### src/rtl/universal_register_sequencer.sv
// Command sequencer for a 4-bit universal shift register (sel: 0 hold, 1 shr, 2 shl, 3 load).
// Optional one-entry pending command buffer when UNIREG_SEQ_PENDING_EN is defined.
//
// state | meaning
// ------+-------------------------------------------------------------
// IDLE  | waiting for a command, register held (sel=0)
// LOAD  | one cycle of parallel load (cmd_data for LOAD, zeros for CLR)
// SHIFT | N cycles of shift/rotate, counter walks N down to 1
// DONE  | one-cycle completion pulse, register held
module universal_register_sequencer #(
    parameter int WIDTH = 4,
    parameter int CNT_W = 3
) (
    input  logic             clk,
    input  logic             reset,
    input  logic             cmd_valid,
    output logic             cmd_ready,
    input  logic [2:0]       cmd_op,
    input  logic [CNT_W-1:0] cmd_count,
    input  logic [WIDTH-1:0] cmd_data,
    input  logic             cmd_fill,
    input  logic [WIDTH-1:0] q_parallel,
    output logic [1:0]       sel,
    output logic             d_right,
    output logic             d_left,
    output logic [WIDTH-1:0] d_parallel,
    output logic             busy,
    output logic             done,
    output logic             err
);

    typedef enum logic [1:0] {S_IDLE, S_LOAD, S_SHIFT, S_DONE} state_t;

    localparam logic [2:0] OP_LOAD = 3'd1;
    localparam logic [2:0] OP_SHR  = 3'd2;
    localparam logic [2:0] OP_SHL  = 3'd3;
    localparam logic [2:0] OP_ROR  = 3'd4;
    localparam logic [2:0] OP_ROL  = 3'd5;
    localparam logic [2:0] OP_CLR  = 3'd6;
    localparam logic [2:0] OP_RSVD = 3'd7;

    state_t             state, state_nxt, launch_state;
    logic [2:0]         op_q;
    logic [CNT_W-1:0]   cnt_q;
    logic               fill_q;
    logic [WIDTH-1:0]   dpar_q;

    logic               accept;
    logic               launch;
    logic [2:0]         l_op;
    logic [CNT_W-1:0]   l_count;
    logic [WIDTH-1:0]   l_data;
    logic               l_fill;

    assign accept = cmd_valid && cmd_ready;

`ifdef UNIREG_SEQ_PENDING_EN
    logic               pend_full;
    logic [2:0]         pend_op;
    logic [CNT_W-1:0]   pend_count;
    logic [WIDTH-1:0]   pend_data;
    logic               pend_fill;
    logic               can_launch;

    assign cmd_ready  = !reset && !pend_full;
    assign can_launch = (state == S_IDLE) || (state == S_DONE);

    // A buffered command takes priority; cmd_ready is low while it is held.
    always_comb begin
        launch  = 1'b0;
        l_op    = cmd_op;
        l_count = cmd_count;
        l_data  = cmd_data;
        l_fill  = cmd_fill;
        if (can_launch) begin
            if (pend_full) begin
                launch  = 1'b1;
                l_op    = pend_op;
                l_count = pend_count;
                l_data  = pend_data;
                l_fill  = pend_fill;
            end else if (accept) begin
                launch = 1'b1;
            end
        end
    end

    always_ff @(posedge clk) begin
        if (reset) begin
            pend_full  <= 1'b0;
            pend_op    <= '0;
            pend_count <= '0;
            pend_data  <= '0;
            pend_fill  <= 1'b0;
        end else if (can_launch && pend_full) begin
            pend_full <= 1'b0;
        end else if (accept && !can_launch) begin
            pend_full  <= 1'b1;
            pend_op    <= cmd_op;
            pend_count <= cmd_count;
            pend_data  <= cmd_data;
            pend_fill  <= cmd_fill;
        end
    end
`else
    assign cmd_ready = !reset && (state == S_IDLE);
    assign launch    = accept;
    assign l_op      = cmd_op;
    assign l_count   = cmd_count;
    assign l_data    = cmd_data;
    assign l_fill    = cmd_fill;
`endif

    // Zero-count shifts, NOP and the reserved op all complete immediately.
    always_comb begin
        case (l_op)
            OP_LOAD, OP_CLR:                launch_state = S_LOAD;
            OP_SHR, OP_SHL, OP_ROR, OP_ROL: launch_state = (l_count != '0) ? S_SHIFT : S_DONE;
            default:                        launch_state = S_DONE;
        endcase
    end

    always_ff @(posedge clk) begin
        if (reset) begin
            state <= S_IDLE;
        end else begin
            state <= state_nxt;
        end
    end

    always_comb begin
        state_nxt = state;
        case (state)
            S_IDLE:  state_nxt = launch ? launch_state : S_IDLE;
            S_LOAD:  state_nxt = S_DONE;
            S_SHIFT: state_nxt = (cnt_q == CNT_W'(1)) ? S_DONE : S_SHIFT;
            S_DONE:  state_nxt = launch ? launch_state : S_IDLE;
            default: state_nxt = S_IDLE;
        endcase
    end

    always_ff @(posedge clk) begin
        if (reset) begin
            op_q   <= '0;
            cnt_q  <= '0;
            fill_q <= 1'b0;
            dpar_q <= '0;
        end else if (launch) begin
            op_q   <= l_op;
            cnt_q  <= l_count;
            fill_q <= l_fill;
            if (l_op == OP_LOAD) begin
                dpar_q <= l_data;
            end else if (l_op == OP_CLR) begin
                dpar_q <= '0;
            end
        end else if (state == S_SHIFT && cnt_q != '0) begin
            cnt_q <= cnt_q - CNT_W'(1);
        end
    end

    // Rotates feed the outgoing bit straight back from the register output.
    always_comb begin
        sel     = 2'd0;
        d_right = 1'b0;
        d_left  = 1'b0;
        case (state)
            S_LOAD: sel = 2'd3;
            S_SHIFT: begin
                case (op_q)
                    OP_SHR: begin sel = 2'd1; d_right = fill_q;               end
                    OP_ROR: begin sel = 2'd1; d_right = q_parallel[0];        end
                    OP_SHL: begin sel = 2'd2; d_left  = fill_q;               end
                    OP_ROL: begin sel = 2'd2; d_left  = q_parallel[WIDTH-1];  end
                    default: sel = 2'd0;
                endcase
            end
            default: sel = 2'd0;
        endcase
    end

    assign d_parallel = dpar_q;
    assign busy       = (state != S_IDLE);
    assign done       = (state == S_DONE);
    assign err        = (state == S_DONE) && (op_q == OP_RSVD);

endmodule

### config.mk
export PLATFORM = sky130hd
export DESIGN_NAME = universal_register_sequencer
export DESIGN_NICKNAME = d
export VERILOG_FILES = /design/src/rtl/universal_register_sequencer.sv
export SDC_FILE = /design/constraint.sdc
export NUM_CORES = 1
export LEC_CHECK = 0
export ABC_AREA = 1
export ABC_CLOCK_PERIOD_IN_PS = 1900
export CELL_PAD_IN_SITES_DETAIL_PLACEMENT = 1
export CELL_PAD_IN_SITES_GLOBAL_PLACEMENT = 1
export CORE_ASPECT_RATIO = 1.75
export CORE_MARGIN = 2
export CORE_UTILIZATION = 31
export CTS_CLUSTER_SIZE = 12
export DETAILED_ROUTE_END_ITERATION = 12
export HOLD_SLACK_MARGIN = 0.1
export PLACE_DENSITY = 0.88
export SETUP_SLACK_MARGIN = 0.02
export SLEW_MARGIN = 40
export SYNTH_ARGS = -nofsm -noshare
export SYNTH_HDL_FRONTEND = slang
export SYNTH_SLANG_ARGS = --single-unit
### constraint.sdc
create_clock -name clk -period 1.9 [get_ports clk]
set_input_delay 0.19 -clock clk [delete_from_list [all_inputs] [get_ports clk]]
set_output_delay 0.19 -clock clk [all_outputs]
set_load 0.01 [all_outputs]
==> results of run 1 <==
cells in the final DEF (no fill, tap or decap), drive strengths merged:
cell and instances:
dlymetal6s2s 2, buf 1, o21ai 5, nand3 11
a21oi 12, dlygate4sd2 2, nand2 31, nor2 10
nand4 4, clkbuf 4, a31oi 1, clkdlybuf4s50 23
dfxtp 13, inv 22, nand3b 1, ha 7
registers in the layout, summed over array words and instances, names as in the netlist:
register    count
state           2
fill_q          1
cnt_q           3
d_parallel      4
op_q            3
worst max-delay path by stage:
stage	start	to	slack, ps	cells past startpoint
2_1_floorplan	cnt_q[0]$_SDFFE_PP0P_	cnt_q[0]$_SDFFE_PP0P_	670	10
3_3_place_gp	state[0]$_SDFF_PP0_	sel[1]	210	7
3_5_place_dp	state[0]$_SDFF_PP0_	sel[0]	80	7
4_1_cts	state[0]$_SDFF_PP0_	d_left	40	5
5_1_grt	state[0]$_SDFF_PP0_	sel[0]	40	7
6_report	state[0]$_SDFF_PP0_	cmd_ready	180	5
report_power, final:
group          internal (W)  total [W]  switching, W  leakage (nW)
Combinational      0.000101   0.000224      0.000123         0.420
Sequential         0.000297   0.000318     0.0000211         0.107
Clock              0.000148   0.000243     0.0000947        0.0228
kinds of logic (layout without fill, tap and decap cells):
group / Yosys count / count (layout) / share of synthesized area
fa+ha+maj: 7 / 7 / 0.110
buf+inv: 23 / 54 / 0.123
simple gates: 57 / 57 / 0.325
flops: 13 / 13 / 0.327
compound gates: 18 / 18 / 0.115
worst max-delay path, cell delays in order (launching register included):
cell	delay (ps)
dfxtp_2	330
inv_1	80
ha_1	240
nand2_1	70
inv_1	60
clkdlybuf4s50_1	520
Yosys cell counts, types with 2 or more instances:
| master | n |
|---|---|
| inv_2 | 2 |
| nand3_1 | 10 |
| inv_1 | 20 |
| a21oi_1 | 12 |
| nand2_1 | 30 |
| dfxtp_1 | 13 |
| nor2_1 | 9 |
| nand4_1 | 4 |
| ha_1 | 7 |
| o21ai_0 | 5 |
timing repair:
action / 4_1_cts / 5_1_grt
cloned: 0 / 0
gates resized for setup: 4 / 4
setup endpoints to repair: 2 / 3
area by class of cell:
cell class	count	area (um2)	area share
Timing Repair Buffer	28	280	0.245
Sequential cell	13	263	0.229
Clock buffer	4	45.0	0.0393
Multi-Input combinational cell	82	443	0.386
Inverter	22	82.6	0.0721
Tap cell	26	32.5	0.0284
through the flow:
stage          utilization  instance area, um2
2_1_floorplan            -                 796
5_1_grt              0.465                1150
3_5_place_dp         0.443                1090
6_report             0.465                1150
3_3_place_gp         0.443                1090
4_1_cts              0.462                1140
metal layers:
metal | track usage | routed length [um] | vias up
met4 | 0.0903 | 34 | 0
met5 | 0 | 0 | -
met3 | 0.0102 | 63 | 2
met2 | 0.337 | 1370 | 22
met1 | 0.161 | 803 | 422
li1 | - | - | 439
==> results.sh, run 1 <==
export IMPL_hold_end="d_parallel[2]$_SDFFE_PP0P_"
export IMPL_total_power_w=0.000785
export IMPL_rr_endpoint="cnt_q[0]$_SDFFE_PP0P_"
export IMPL_reg2reg_depth=10
export IMPL_layout_cells_non_filler=175
export IMPL_drt_vias_per_instance=5.06
export IMPL_crit_fanout=3
export IMPL_rsz0062_at_grt="false"
export IMPL_cp_arrival_ps=1530
export IMPL_fin_skew_ps=3.93
export IMPL_synth_edf_count=0
export IMPL_reg2reg_from="cnt_q[0]$_SDFFE_PP0P_"
export IMPL_clock_sinks=13
export IMPL_die_w_um=42.3
export IMPL_vias=885
export IMPL_hold_class="flip-flop to flip-flop"
export IMPL_synth_distinct_cells=16
export IMPL_critPathKind="flip-flop to output port"
export IMPL_fin_crit_sh=0.907
export IMPL_dp_slack_ps=83.8
export IMPL_syn_area_um2=796
export IMPL_port_buffers=27
export IMPL_die_area_um2=3000
export IMPL_worstSetupStartpointType="flip-flop"
export IMPL_numCtsBuffers=3
export IMPL_antenna_found_initial=0
export IMPL_core_um2=2460
export IMPL_min_path_cells=2
export IMPL_post_cts_buffers=0
export IMPL_synth_top_cells_by_area="dfxtp_1 33%, nand2_1 14%, ha_1 11%"
export IMPL_period_needed_ps=1720
export IMPL_postRouteAntennaNets=0
export IMPL_drtIter0Drc=13
export IMPL_clock_latency_ps=240
export IMPL_nNetsFinal=175
export IMPL_synth_seq_cells=13
export IMPL_cts_htree_levels=1
export IMPL_min_from="d_parallel[2]$_SDFFE_PP0P_"
export IMPL_dieHeight_um=71.0
export IMPL_gp_congestion=0.858
export IMPL_synth_nets=143
export IMPL_grt_overflow_total=0
export IMPL_drt_first_pass_iters=2
export IMPL_rows=24
export IMPL_setup_ws_ps=176
export IMPL_whs_ps=460
export IMPL_synth_top_area_cell="dfxtp_1"
export IMPL_r2r_slack_ps=450
export IMPL_grt_pass1_vias=952
export IMPL_vdd_ir_drop_max_uv=483
export IMPL_crit_required_ps=1710
export IMPL_cts_buffer_depth=2
export IMPL_synthArstFlopShare=0
export IMPL_yosysSeqAreaShare=0.327
export IMPL_fmax_mhz=580
export IMPL_dp_hpwl_um=1880
export IMPL_start_util=0.323
export IMPL_grt_pass1_wl_um=3910
export IMPL_grt_max_degree=17
export IMPL_slew_violations=0
export IMPL_path_clk_slew_ps=50
export IMPL_num_fill_cells=318
export IMPL_grt_usage=0.168
export IMPL_worst_pin_slew_ps=199
export IMPL_maxCapViolCount=0
export IMPL_routedWlPerCell_um=13.0
export IMPL_relSlewSlack=0.866
export IMPL_avgSynthCellArea_um2=6.74
export IMPL_num_io_pins=30
export IMPL_pwr_density_cell_nw_per_um2=685
export IMPL_syn_to_final_growth_pct=44.0
export IMPL_finalSetupTns_ps=0
export IMPL_route_detailed_drc=0
export IMPL_finalHoldViolCount=0
export IMPL_wl_um=2270
export IMPL_status="finished, final reports clean"
export IMPL_layout_drive_gt1_share=0.0872
export IMPL_dpl_cell_count=171
export IMPL_ys_flop_type="dfxtp_1"
export IMPL_cts_tree="yes"
export IMPL_cellLeakagePower_nw=0.549
export IMPL_postCtsHoldBufs=0
export IMPL_synth_warnings=0
export IMPL_setup_viol=0
export IMPL_antenna_cells=0
export IMPL_endpoint_kind="output port"
export IMPL_netlist_area_leader_share=0.327
export IMPL_syn_inst=118
export IMPL_cts_root_buf="clkbuf_8"
Power figures use the tool's default switching activity.
==> run 2: changes to the inputs <==
--- a/config.mk
+++ b/config.mk
@@ -6,18 +6,20 @@
 export NUM_CORES = 1
 export LEC_CHECK = 0
 export ABC_AREA = 1
-export ABC_CLOCK_PERIOD_IN_PS = 1900
+export ABC_CLOCK_PERIOD_IN_PS = 1600
 export CELL_PAD_IN_SITES_DETAIL_PLACEMENT = 1
 export CELL_PAD_IN_SITES_GLOBAL_PLACEMENT = 1
 export CORE_ASPECT_RATIO = 1.75
 export CORE_MARGIN = 2
-export CORE_UTILIZATION = 31
+export CORE_UTILIZATION = 29
 export CTS_CLUSTER_SIZE = 12
 export DETAILED_ROUTE_END_ITERATION = 12
 export HOLD_SLACK_MARGIN = 0.1
-export PLACE_DENSITY = 0.88
+export PLACE_DENSITY = 0.84
 export SETUP_SLACK_MARGIN = 0.02
+export SKIP_LAST_GASP = 1
 export SLEW_MARGIN = 40
 export SYNTH_ARGS = -nofsm -noshare
 export SYNTH_HDL_FRONTEND = slang
 export SYNTH_SLANG_ARGS = --single-unit
+export TNS_END_PERCENT = 5
==> constraint.sdc (replaced) <==
create_clock -name clk -period 1.6 [get_ports clk]
set_input_delay 0.16 -clock clk [delete_from_list [all_inputs] [get_ports clk]]
set_output_delay 0.16 -clock clk [all_outputs]
set_load 0.01 [all_outputs]
==> results.sh, run 2 (same netlist as run 1, synthesis figures left out) <==
export IMPL_wl_um=2370
export IMPL_maxCapViolCount=0
export IMPL_drt_vias_per_instance=5.02
export IMPL_layout_cells_most_common="nand2_1"
export IMPL_reg2reg_depth=10
export IMPL_setup_ws_ps=-127
export IMPL_critPathKind="flip-flop to output port"
export IMPL_reg2reg_from="cnt_q[0]$_SDFFE_PP0P_"
export IMPL_layout_drive_gt1_share=0.0968
export IMPL_fin_crit_sh=1.08
export IMPL_drtIter0Drc=7
export IMPL_clock_sinks=13
export IMPL_setup_viol=5
export IMPL_cts_root_buf="clkbuf_8"
export IMPL_worst_pin_slew_ps=224
export IMPL_port_buffers=27
export IMPL_finalHoldViolCount=0
export IMPL_rsz0062_at_grt="true"
export IMPL_whs_ps=467
export IMPL_fin_skew_ps=0.826
export IMPL_nNetsFinal=181
export IMPL_dp_slack_ps=-106
export IMPL_largest_register_ffs=4
export IMPL_crit_slowest_cell="dfxtp_1"
export IMPL_path_clk_slew_ps=60
export IMPL_drt_first_pass_iters=4
export IMPL_r2r_slack_ps=110
export IMPL_vdd_ir_drop_max_uv=505
export IMPL_critPathBufInv=3
export IMPL_postCtsHoldBufs=0
export IMPL_die_w_um=43.6
export IMPL_cellLeakagePower_nw=0.567
export IMPL_period_needed_ps=1730
export IMPL_postRouteAntennaNets=0
export IMPL_cp_common_cell="nor2_1"
export IMPL_syn_to_final_growth_pct=48.4
export IMPL_cp_arrival_ps=1570
export IMPL_dp_hpwl_um=1990
export IMPL_cts_tree="yes"
export IMPL_violations="negative setup slack"
export IMPL_grt_pass1_wl_um=4160
export IMPL_critPathMaxStageDelay_ps=310
export IMPL_grt_overflow_total=0
export IMPL_clock_latency_ps=240
export IMPL_hold_class="input port to flip-flop"
export IMPL_hold_end="fill_q$_SDFFE_PP0P_"
export IMPL_dieHeight_um=73.3
export IMPL_numCtsBuffers=3
export IMPL_min_from="cmd_fill"
export IMPL_grt_pass1_vias=1019
export IMPL_antenna_found_initial=0
export IMPL_cts_htree_levels=1
export IMPL_endpoint_kind="output port"
export IMPL_grt_max_degree=17
export IMPL_num_io_pins=30
export IMPL_antenna_cells=0
export IMPL_crit_chain="buf_4 -> ha_1 -> nor2_1 -> nor2_1 -> o21ai_0 -> inv_1 -> dlygate4sd2_1"
export IMPL_route_detailed_drc=0
export IMPL_start_util=0.299
export IMPL_rr_endpoint="cnt_q[0]$_SDFFE_PP0P_"
export IMPL_grt_usage=0.170
export IMPL_crit_required_ps=1440
export IMPL_relSlewSlack=0.850
export IMPL_core_um2=2660
export IMPL_final_core_util=0.444
export IMPL_vias=914
export IMPL_die_area_um2=3200
export IMPL_routedWlPerCell_um=13.0
export IMPL_slew_violations=0
export IMPL_post_cts_buffers=0
export IMPL_fmax_mhz=579
export IMPL_gp_congestion=0.800
export IMPL_cts_buffer_depth=2
export IMPL_worstSetupStartpointType="flip-flop"
export IMPL_status="finished, violations left"
export IMPL_min_path_cells=3
export IMPL_layout_common_cells="30 x nand2_1, 23 x clkdlybuf4s50_1, 20 x inv_1"
export IMPL_crit_fanout=4
export IMPL_pwr_density_cell_nw_per_um2=819
export IMPL_rows=25
export IMPL_crit_family="buffers and inverters"
run 2: timing repair:
| action | CTS | global route |
|---|---|---|
| pin swaps | 0 | 0 |
| setup endpoints to repair | 7 | 10 |
| gates resized for setup | 3 | 1 |
run 2: worst reg2reg max path, delay by kind of cell, from the launching register on:
| family | cells | cell delay, ps |
|---|---|---|
| buf+inv | 3 | 180 |
| fa+ha+maj | 2 | 380 |
| simple gates | 5 | 510 |
| flops | 1 | 380 |
run 2: worst max-delay path by stage:
stage | start | endpoint | slack [ps] | depth (start not counted)
floorplan | cnt_q[0]$_SDFFE_PP0P_ | cnt_q[0]$_SDFFE_PP0P_ | 370 | 10
global placement | state[0]$_SDFF_PP0_ | sel[0] | -20 | 7
detailed placement | state[1]$_SDFF_PP0_ | sel[0] | -110 | 7
CTS | state[1]$_SDFF_PP0_ | d_left | -230 | 5
global route | state[0]$_SDFF_PP0_ | sel[0] | -250 | 7
finish | state[0]$_SDFF_PP0_ | sel[0] | -130 | 7
run 2: power by group:
| part | switching (W) | total (W) | internal [W] |
|---|---|---|---|
| Sequential | 0.0000244 | 0.000376 | 0.000351 |
| Combinational | 0.000152 | 0.000293 | 0.000142 |
| Clock | 0.000123 | 0.000299 | 0.000176 |
| Total | 0.000299 | 0.000968 | 0.000669 |
run 2: layout make-up:
cell class              count  area (um2)
clock buffers               4        45.0
flip-flops and latches     13         260
fillers                   353        1480
well taps                  27        33.8
repair buffers             34         322
multi-input cells          82         438
inverters                  22        82.6
run 2: through the flow:
step           total power [W]  setup TNS [ps]  area [um2]  std cells
3_3_place_gp          0.000654           -41.9        1140        178
3_5_place_dp          0.000679            -187        1140        178
4_1_cts               0.000979            -821        1180        182
5_1_grt                0.00103           -1050        1180        182
2_1_floorplan         0.000532               0         796        118
6_report              0.000968            -499        1180        182
run 2: per-layer routing:
metal / vias to the layer above / GRT usage / wire length [um]
li1: 449 / - / -
met1: 433 / 0.154 / 814
met2: 26 / 0.342 / 1400
met3: 6 / 0.0319 / 105
met4: 0 / 0.0741 / 45
met5: - / 0 / 0
==> run 3: changes to the inputs <==
--- a/config.mk
+++ b/config.mk
@@ -16,7 +16,7 @@
 export DETAILED_ROUTE_END_ITERATION = 12
 export HOLD_SLACK_MARGIN = 0.1
 export PLACE_DENSITY = 0.84
-export SETUP_SLACK_MARGIN = 0.02
+export SETUP_SLACK_MARGIN = 0.15
 export SKIP_LAST_GASP = 1
 export SLEW_MARGIN = 40
 export SYNTH_ARGS = -nofsm -noshare
==> results.sh, run 3 (same netlist as run 1, synthesis figures left out) <==
export IMPL_grt_pass1_wl_um=4200
export IMPL_rsz0062_at_grt="true"
export IMPL_worstSetupStartpointType="flip-flop"
export IMPL_period_needed_ps=1590
export IMPL_grt_pass1_vias=1019
export IMPL_path_clk_slew_ps=60
export IMPL_route_detailed_drc=0
export IMPL_vias=921
export IMPL_drt_vias_per_instance=5.03
export IMPL_cts_buffer_depth=2
export IMPL_postRouteAntennaNets=0
export IMPL_layout_cells_non_filler=183
export IMPL_die_area_um2=3200
export IMPL_dpl_cell_area_um2=1140
export IMPL_syn_to_final_growth_pct=53.6
export IMPL_clock_latency_ps=250
export IMPL_finalHoldViolCount=0
export IMPL_crit_required_ps=1440
export IMPL_layout_drive_gt1_share=0.160
export IMPL_whs_ps=466
export IMPL_setup_viol=0
export IMPL_critPathBufInv=2
export IMPL_total_power_w=0.00101
export IMPL_cts_root_buf="clkbuf_8"
export IMPL_critPathKind="flip-flop to output port"
export IMPL_largest_register_ffs=4
export IMPL_rows=25
export IMPL_cellLeakagePower_nw=0.569
export IMPL_drt_first_pass_iters=4
export IMPL_crit_fanout=2
export IMPL_num_io_pins=30
export IMPL_core_um2=2660
export IMPL_vdd_ir_drop_max_uv=510
export IMPL_num_fill_cells=344
export IMPL_maxCapViolCount=0
export IMPL_numCtsBuffers=3
export IMPL_worst_pin_slew_ps=227
export IMPL_port_buffers=27
export IMPL_crit_chain="buf_4 -> ha_1 -> clkdlybuf4s50_1"
export IMPL_start_util=0.299
export IMPL_cp_arrival_ps=1430
export IMPL_cts_htree_levels=1
export IMPL_relSlewSlack=0.848
export IMPL_fmax_mhz=628
export IMPL_dpl_cell_count=178
export IMPL_grt_overflow_total=0
export IMPL_crit_slowest_cell="clkdlybuf4s50_1"
export IMPL_endpoint_kind="output port"
export IMPL_routedWlPerCell_um=13.2
export IMPL_grt_max_degree=17
export IMPL_grt_usage=0.172
export IMPL_critPathMaxStageDelay_ps=540
export IMPL_layout_common_cells="30 x nand2_1, 21 x clkdlybuf4s50_1, 18 x inv_1"
export IMPL_status="finished, final reports clean"
export IMPL_wl_um=2410
export IMPL_dieHeight_um=73.3
export IMPL_pwr_density_cell_nw_per_um2=828
export IMPL_crit_family="buffers and inverters"
export IMPL_slew_violations=0
export IMPL_layout_cells_most_common="nand2_1"
export IMPL_die_w_um=43.6
export IMPL_drtIter0Drc=15
export IMPL_antenna_found_initial=0
export IMPL_cts_tree="yes"
export IMPL_dp_hpwl_um=1990
export IMPL_final_area_um2=1220
export IMPL_nNetsFinal=182
export IMPL_hold_class="input port to flip-flop"
export IMPL_fin_skew_ps=1.98
export IMPL_fin_crit_sh=0.995
export IMPL_gp_congestion=0.800
export IMPL_antenna_cells=0
export IMPL_clock_sinks=13
-- run 3: final timing paths --
kind,slack (ps),from,endpoint,cells past startpoint
worst min register to register,470,d_parallel[1]$_SDFFE_PP0P_,d_parallel[1]$_SDFFE_PP0P_,2
worst max-delay path,8,state[0]$_SDFF_PP0_,done,3
worst min-delay path,470,cmd_fill,fill_q$_SDFFE_PP0P_,3
worst max register to register,90,cnt_q[0]$_SDFFE_PP0P_,cnt_q[0]$_SDFFE_PP0P_,10
-- run 3: final cells by class --
cell class                 count  area, um2  area share
inverter                      22       82.6      0.0676
multi-input combinational     82        475       0.389
timing repair buffer          35        324       0.265
tap                           27       33.8      0.0276
sequential                    13        262       0.214
clock buffer                   4       45.0      0.0368
-- run 3: tightest hold or removal path, cell delays in order --
cell and delay [ps]:
clkdlybuf4s50_1 400, nand2_1 70, nand2_1 40
-- run 3: report_power, final --
group / leakage, nW / total [W] / internal (W) / switching, W
Combinational: 0.440 / 0.000333 / 0.000166 / 0.000167
Clock: 0.0228 / 0.000300 / 0.000176 / 0.000124
Sequential: 0.107 / 0.000378 / 0.000352 / 0.0000261
-- run 3: metrics by stage --
step / setup WS [ps] / util / TNS, ps
6_report: 7.68 / 0.460 / 0
5_1_grt: -46.5 / 0.460 / -127
4_1_cts: -121 / 0.443 / -404
3_5_place_dp: -106 / 0.428 / -187
3_3_place_gp: -22.5 / 0.428 / -41.9
2_1_floorplan: 371 / - / 0
-- run 3: layer usage --
metal,track usage,routed length [um]
met5,0,0
met4,0.0741,45
met3,0.0319,107
met2,0.345,1430
met1,0.156,827
-- run 3: timing repair --
action,in CTS,in global routing
resized for setup,6,15
pin swaps,0,1
hold buffers,0,0
setup endpoints to repair,10,17
setup buffers,0,1
